===== config.mk =====
export PLATFORM = sky130hd
export DESIGN_NAME = ring_generator_word
export DESIGN_NICKNAME = d
export VERILOG_FILES = /design/src/rtl/ring_generator_word_pkg.sv /design/src/rtl/ring_generator_word_bit_collector.sv /design/src/rtl/ring_generator_word.sv
export SDC_FILE = /design/constraint.sdc
export NUM_CORES = 1
export LEC_CHECK = 0
export CAP_MARGIN = 20
export CORE_MARGIN = 3
export CORE_UTILIZATION = 53
export CTS_CLUSTER_DIAMETER = 120
export DETAILED_ROUTE_END_ITERATION = 12
export MAX_ROUTING_LAYER = met4
export PLACE_DENSITY = 0.79
export SYNTH_ARGS = -nofsm -noshare
export SYNTH_HDL_FRONTEND = slang
export SYNTH_SLANG_ARGS = --single-unit
export TNS_END_PERCENT = 50

===== constraint.sdc =====
create_clock -name clk -period 3.3 [get_ports clk]
set_input_delay 0.495 -clock clk [delete_from_list [all_inputs] [get_ports clk]]
set_output_delay 0.495 -clock clk [all_outputs]
set_load 0.01 [all_outputs]

===== src/rtl/ring_generator_word_pkg.sv =====
// ring_gen_pkg: default constants and injection-vector builder shared by the ring generator.
package ring_gen_pkg;
    localparam logic [15:0] RG_SEED_DEFAULT    = 16'hACE1;
    localparam logic [15:0] RG_FB_MASK_DEFAULT = 16'h0068;
    localparam logic [31:0] RG_INJ_POS_DEFAULT = 32'h0E0B_0901;
    localparam int RG_MAX_W   = 64;
    localparam int RG_MAX_OSC = 8;
    // Channels sharing a position XOR together; positions are range-checked at elaboration.
    function automatic logic [RG_MAX_W-1:0] rg_inj_vec(input logic [RG_MAX_OSC-1:0] osc,
                                                      input logic [RG_MAX_OSC*8-1:0] pos,
                                                      input int n_osc);
        logic [RG_MAX_W-1:0] v;
        v = '0;
        for (int k = 0; k < RG_MAX_OSC; k++)
            if (k < n_osc) v[pos[8*k +: 6]] = v[pos[8*k +: 6]] ^ osc[k];
        return v;
    endfunction
endpackage


===== src/rtl/ring_generator_word_bit_collector.sv =====
// bit_collector: decimates a bit stream, packs it MSB-first into words, valid/ready slot with sticky overrun.
module bit_collector #(
    parameter int OUT_W = 32,
    parameter int DECIM = 1
) (
    input  logic             clk,
    input  logic             rst,
    input  logic             step,
    input  logic             clr,
    input  logic             bit_in,
    output logic [OUT_W-1:0] word_out,
    output logic             word_valid,
    input  logic             word_ready,
    output logic             overrun
);
    localparam int DW = DECIM > 1 ? $clog2(DECIM) : 1;
    localparam int BW = $clog2(OUT_W);
    logic [DW-1:0] dcnt;
    logic [BW-1:0] bcnt;
    logic [OUT_W-1:0] shr, nxt;
    logic sample, done, free, load;
    assign sample = step && dcnt == DW'(DECIM - 1);
    assign done   = sample && bcnt == BW'(OUT_W - 1);
    assign nxt    = {shr[OUT_W-2:0], bit_in};
    assign free   = !word_valid || word_ready;
    assign load   = done && free;
    always_ff @(posedge clk or posedge rst) begin
        if (rst) begin
            dcnt       <= '0;
            bcnt       <= '0;
            shr        <= '0;
            word_out   <= '0;
            word_valid <= 1'b0;
            overrun    <= 1'b0;
        end else begin
            if (clr) begin
                dcnt <= '0;
                bcnt <= '0;
                shr  <= '0;
            end else if (step) begin
                dcnt <= sample ? '0 : dcnt + 1'b1;
                if (sample) begin
                    shr  <= nxt;
                    bcnt <= done ? '0 : bcnt + 1'b1;
                end
            end
            overrun    <= clr ? 1'b0 : overrun | (done && !free);
            word_valid <= load | (word_valid & !word_ready);
            if (load) word_out <= nxt;
        end
    end
endmodule


===== src/rtl/ring_generator_word.sv =====
// ring_generator_word: oscillator-injected ring generator with seed load, enable and word collector.
module ring_generator_word
    import ring_gen_pkg::*;
#(
    parameter int WIDTH = 16,
    parameter int N_OSC = 4,
    parameter logic [WIDTH-1:0] FB_MASK = WIDTH'(RG_FB_MASK_DEFAULT),
    parameter logic [N_OSC*8-1:0] INJ_POS = (N_OSC*8)'(RG_INJ_POS_DEFAULT),
    parameter logic [WIDTH-1:0] SEED = WIDTH'(RG_SEED_DEFAULT),
    parameter int OUT_W = 32,
    parameter int DECIM = 1
) (
    input  logic             clk,
    input  logic             rst,
    input  logic             enable,
    input  logic [N_OSC-1:0] osc_in,
    input  logic             seed_load,
    input  logic [WIDTH-1:0] seed_val,
    output logic             bit_out,
    output logic [OUT_W-1:0] word_out,
    output logic             word_valid,
    input  logic             word_ready,
    output logic             overrun
);
    logic [WIDTH-1:0] q_reg, q_next, inj;
    logic [RG_MAX_W-1:0] inj_full;
    logic fb;
    for (genvar k = 0; k < N_OSC; k++) begin : g_pos
        if (int'(INJ_POS[8*k +: 8]) >= WIDTH) begin : g_bad
            $error("INJ_POS entry out of range");
        end
    end
    assign inj_full = rg_inj_vec(RG_MAX_OSC'(osc_in), (RG_MAX_OSC*8)'(INJ_POS), N_OSC);
    assign inj      = inj_full[WIDTH-1:0];
    assign fb       = q_reg[WIDTH-1];
    // Bit 0 of FB_MASK is ignored: position 0 always takes the feedback bit.
    assign q_next   = {q_reg[WIDTH-2:0], fb} ^ (FB_MASK & {{(WIDTH-1){fb}}, 1'b0}) ^ inj;
    assign bit_out  = fb;
    always_ff @(posedge clk or posedge rst) begin
        if (rst) q_reg <= SEED;
        else if (seed_load) q_reg <= seed_val == '0 ? SEED : seed_val;
        else if (enable) q_reg <= q_next;
    end
    bit_collector #(.OUT_W(OUT_W), .DECIM(DECIM)) u_col (
        .clk        (clk),
        .rst        (rst),
        .step       (enable & ~seed_load),
        .clr        (seed_load),
        .bit_in     (fb),
        .word_out   (word_out),
        .word_valid (word_valid),
        .word_ready (word_ready),
        .overrun    (overrun)
    );
endmodule


==> report_table.html <==
<table>
<tr><th>Metric</th><th>Value</th></tr>
<tr><th colspan="2">Run status</th></tr>
<tr><td>Status</td><td>complete, no violations</td></tr>
<tr><th colspan="2">Yosys</th></tr>
<tr><td>Most frequent cells after synthesis</td><td>sky130_fd_sc_hd__dfrtp_1, sky130_fd_sc_hd__nand2_1, sky130_fd_sc_hd__a21oi_1, sky130_fd_sc_hd__mux2_2, sky130_fd_sc_hd__clkbuf_1</td></tr>
<tr><td>Multiplexer area fraction after synthesis</td><td>0.1359</td></tr>
<tr><td>Async set-or-reset flop fraction in the synthesized netlist</td><td>1.000</td></tr>
<tr><td>Cell type with the highest aggregate area in the netlist</td><td>sky130_fd_sc_hd__dfrtp_1</td></tr>
<tr><td>Share of the synthesized area in compound gates (AO/OA/AOI/OAI)</td><td>0.1010</td></tr>
<tr><td>Mapped Avg Cell Area</td><td>11.39 um2</td></tr>
<tr><td>Post-synth EDFFs</td><td>0</td></tr>
<tr><td>Dominant combinational cell family by area after synthesis</td><td>multiplexers</td></tr>
<tr><td>Area share of the leading cell type in the synthesized netlist</td><td>0.5409</td></tr>
<tr><td>Most frequently used cell type in the post-synthesis netlist</td><td>sky130_fd_sc_hd__dfrtp_1</td></tr>
<tr><td>Cells taking the most area after synthesis</td><td>sky130_fd_sc_hd__dfrtp_1, sky130_fd_sc_hd__mux2_2, sky130_fd_sc_hd__nand2_1</td></tr>
<tr><td>Predominant post-synthesis flop cell</td><td>sky130_fd_sc_hd__dfrtp_1</td></tr>
<tr><td>Register bit total from synthesis</td><td>87</td></tr>
<tr><td>Area share of fa/ha/maj cells after synthesis</td><td>0.006847</td></tr>
<tr><td>Instance count of the mapped netlist</td><td>321</td></tr>
<tr><td>Post-synthesis cell type count</td><td>31</td></tr>
<tr><td>Synth warn</td><td>0</td></tr>
<tr><td>Net count after synthesis</td><td>348</td></tr>
<tr><td>Share of the synthesized netlist area taken by xor and xnor gates</td><td>0.01678</td></tr>
<tr><td>Simple-Gate Fraction of Synth Area</td><td>0.1147</td></tr>
<tr><td>Sequential share of the synthesized area</td><td>0.5984</td></tr>
<tr><td>Area of the mapped netlist</td><td>3655 um2</td></tr>
<tr><th colspan="2">STA</th></tr>
<tr><td>Worst Skew</td><td>7.249 ps</td></tr>
<tr><td>Tcrit/Tclk final</td><td>0.6440</td></tr>
<tr><td>Max-slew headroom</td><td>0.5760</td></tr>
<tr><td>Hold Worst Slack</td><td>474.8 ps</td></tr>
<tr><td>Final Hold Vio Count</td><td>0</td></tr>
<tr><td>Highest clock rate</td><td>470.5 MHz</td></tr>
<tr><td>Count of final setup violators</td><td>0</td></tr>
<tr><td>Max Transition Viols Final</td><td>0</td></tr>
<tr><td>Measured slew at the worst slew-check pin</td><td>636.0 ps</td></tr>
<tr><td>Aggregate negative setup slack</td><td>0 ps</td></tr>
<tr><td>Time the worst path needs with I/O delays and setup</td><td>2125 ps</td></tr>
<tr><td>Unrepaired setup endpoints after global routing</td><td>false</td></tr>
<tr><th colspan="2">Floorplan</th></tr>
<tr><td>Core footprint</td><td>6531 um2</td></tr>
<tr><td>Die Outline Area</td><td>7928 um2</td></tr>
<tr><td>Chip height</td><td>89.04 um</td></tr>
<tr><td>Width of the die</td><td>89.04 um</td></tr>
<tr><td>Initial standard-cell utilization of the core</td><td>0.5596</td></tr>
<tr><td>Total number of placement rows</td><td>29</td></tr>
<tr><td>Total I/O pin count</td><td>60</td></tr>
<tr><th colspan="2">GRT</th></tr>
<tr><td>Number of global-route vias before repair</td><td>2448</td></tr>
<tr><td>Most congested layer reported by global routing</td><td>met2</td></tr>
<tr><td>Met3 Usage GRT</td><td>0.05714</td></tr>
<tr><td>Number of antenna violations at the first check in global routing</td><td>0</td></tr>
<tr><td>Overflow left after global routing</td><td>0</td></tr>
<tr><td>Met1 usage in global routing</td><td>0.2607</td></tr>
<tr><td>Met2 usage in global routing</td><td>0.2949</td></tr>
<tr><td>Pin count of the biggest net entering global routing</td><td>39</td></tr>
<tr><td>Overall Global Routing Usage</td><td>0.1974</td></tr>
<tr><td>Global-route wire length before repair</td><td>11610 um</td></tr>
<tr><th colspan="2">Pwr</th></tr>
<tr><td>VDD IR-drop max</td><td>0.2779 mV</td></tr>
<tr><td>Power density relative to cell area</td><td>434.2 nW/um2</td></tr>
<tr><td>Static power due to leakage</td><td>1.998 nW</td></tr>
<tr><th colspan="2">Cells and area</th></tr>
<tr><td>Area of all placed cells without fillers</td><td>4488 um2</td></tr>
<tr><td>Ratio of cells with drive above 1 in the final layout</td><td>0.2126</td></tr>
<tr><td>Number of diodes added for antenna fixing</td><td>0</td></tr>
<tr><td>Flip-flop count of the largest register, all copies and words added</td><td>32</td></tr>
<tr><td>Area Growth Syn to Fin</td><td>22.80%</td></tr>
<tr><td>Final layout net count</td><td>403</td></tr>
<tr><th colspan="2">Worst setup path</th></tr>
<tr><td>List of cells traversed by the critical path</td><td>ha_1 &gt; and3_1 &gt; ha_1 &gt; nand4b_1 &gt; buf_4 &gt; mux2_2</td></tr>
<tr><td>Type of destination of the critical path</td><td>flip-flop</td></tr>
<tr><td>Arrival @ worst endpoint</td><td>2360 ps</td></tr>
<tr><td>Delay contributed by the slowest stage of the critical path</td><td>420 ps</td></tr>
<tr><td>Critical-path top delay cell</td><td>sky130_fd_sc_hd__dfrtp_1</td></tr>
<tr><td>Element type at the critical path start</td><td>flip-flop</td></tr>
<tr><td>Required time of the critical path</td><td>3540 ps</td></tr>
<tr><td>Worst path most repeated cell</td><td>sky130_fd_sc_hd__ha_1</td></tr>
<tr><td>Crit Path Class</td><td>flip-flop to flip-flop</td></tr>
<tr><td>Max Fanout on Critical Path</td><td>32</td></tr>
<tr><th colspan="2">Detailed routing</th></tr>
<tr><td>Aggregate routed wire length</td><td>6649 um</td></tr>
<tr><td>Number of nets with antenna violations after detailed routing</td><td>0</td></tr>
<tr><td>1st-iter DRT viols</td><td>153</td></tr>
<tr><td>DRC viols</td><td>0</td></tr>
<tr><td>DRT Pass-1 Iters</td><td>4</td></tr>
<tr><td>WL per Instance</td><td>14.52 um</td></tr>
<tr><td>Vias after detailed routing</td><td>2518</td></tr>
<tr><td>Average vias per placed instance</td><td>5.498</td></tr>
<tr><th colspan="2">Clocking</th></tr>
<tr><td>CTS Hold Bufs</td><td>0</td></tr>
<tr><td>Clk sinks</td><td>87</td></tr>
<tr><td>H-tree level count</td><td>3</td></tr>
<tr><td>Worst skew pair latency</td><td>350 ps</td></tr>
<tr><td>Clock transition at the register clock pins on the worst setup and hold paths after CTS</td><td>80 ps</td></tr>
<tr><td>Max Root-Sink Buffers</td><td>2</td></tr>
<tr><td>Buffer cell driving the clock tree root</td><td>sky130_fd_sc_hd__clkbuf_8</td></tr>
<tr><td>TritonCTS buffer count</td><td>9</td></tr>
<tr><td>Post-CTS repair timing setup buffer count</td><td>0</td></tr>
<tr><td>CTS tree</td><td>yes</td></tr>
<tr><td>CTS resizes</td><td>0</td></tr>
<tr><th colspan="2">Min path</th></tr>
<tr><td>Worst min path class</td><td>input pin to asynchronous set/reset pin</td></tr>
<tr><th colspan="2">Placement</th></tr>
<tr><td>Total placed instance area</td><td>4304 um2</td></tr>
<tr><td>HPWL after DPL</td><td>4466 um</td></tr>
<tr><td>Gp weighted congestion</td><td>0.7306</td></tr>
<tr><td>Buffers on Ports</td><td>59</td></tr>
<tr><th colspan="2">Flow run</th></tr>
<tr><td>Maximum Capacitance Violations</td><td>0</td></tr>
</table>
cell type report:
| type | instances | area (um2) |
|---|---|---|
| Multi-Input combinational cell | 210 | 1374 |
| Clock buffer | 11 | 151.4 |
| Fill cell | 507 | 2043 |
| Sequential cell | 87 | 2187 |
| Tap cell | 77 | 96.34 |
| Clock inverter | 5 | 32.53 |
| Timing Repair Buffer | 66 | 638.1 |
| Inverter | 2 | 8.758 |
worst paths after layout:
kind / start / endpoint / slack [ps] / cells after the start
max in group asynchronous: rst / q_reg[11] / 2050 / 3
hold reg to reg: u_col.word_out[15] / u_col.word_out[15] / 510 / 1
setup / recovery: u_col.bcnt[0] / u_col.word_out[25] / 1170 / 6
setup reg to reg: u_col.bcnt[0] / u_col.word_out[25] / 1170 / 6
min in group clk: u_col.word_out[15] / u_col.word_out[15] / 510 / 1
hold / removal: rst / u_col.word_out[7] / 470 / 2
metal layers:
layer,vias up,part of all wire
met5,-,0
met4,0,0.0090
met3,6,0.054
met2,62,0.48
met1,1246,0.46
li1,1204,-
cell usage in the layout, fill, tap and decap left out, drive strengths merged, types with 2 or more instances in the layout:
master and instances:
mux2i 8, clkbuf 11, clkinvlp 3, a21oi 39
dfstp 8, clkdlybuf4s50 58, xnor2 3, o22a 8
or4 5, nand2b 2, nand2 75, clkinv 3
nor2 5, dfrtp 79, mux2 37, ha 2
xor2 4, buf 8, o21ai 11
worst max-delay path, delay by kind of cell, from the launching register on:
| family | cells | cell delay, ps |
|---|---|---|
| buffers and inverters | 1 | 380 |
| adder cells (fa/ha/maj) | 2 | 510 |
| multiplexers | 1 | 390 |
| flip-flops | 1 | 420 |
| AND/OR/NAND/NOR | 2 | 300 |
power by group:
| part | internal [mW] | leakage, nW | switching (mW) | total (mW) |
|---|---|---|---|---|
| logic | 0.0753 | 0.740 | 0.0852 | 0.161 |
| registers | 1.10 | 1.17 | 0.0194 | 1.12 |
| clock network | 0.312 | 0.0873 | 0.358 | 0.670 |
| total | 1.49 | 2.00 | 0.463 | 1.95 |
logic make-up (layout without fill, tap and decap cells):
family,Yosys count,count (layout)
and+or+nand+nor,95,95
xor gates and xnor gates,7,7
muxes,45,45
buffers and inverters,24,84
DFF,87,87
adders and majority gates,2,2
AOI/OAI and AO/OA,61,61
metrics by stage:
step | std cells | power [mW] | setup slack [ps] | utilization
2_1_floorplan | 321 | 1.237 | 568.0 | -
3_3_place_gp | 442 | 1.296 | 971.9 | 0.6590
3_5_place_dp | 442 | 1.301 | 960.4 | 0.6590
4_1_cts | 458 | 1.969 | 1161 | 0.6872
5_1_grt | 458 | 2.038 | 1013 | 0.6872
6_report | 458 | 1.949 | 1175 | 0.6872
No activity file was read; power rests on OpenSTA's default activity.
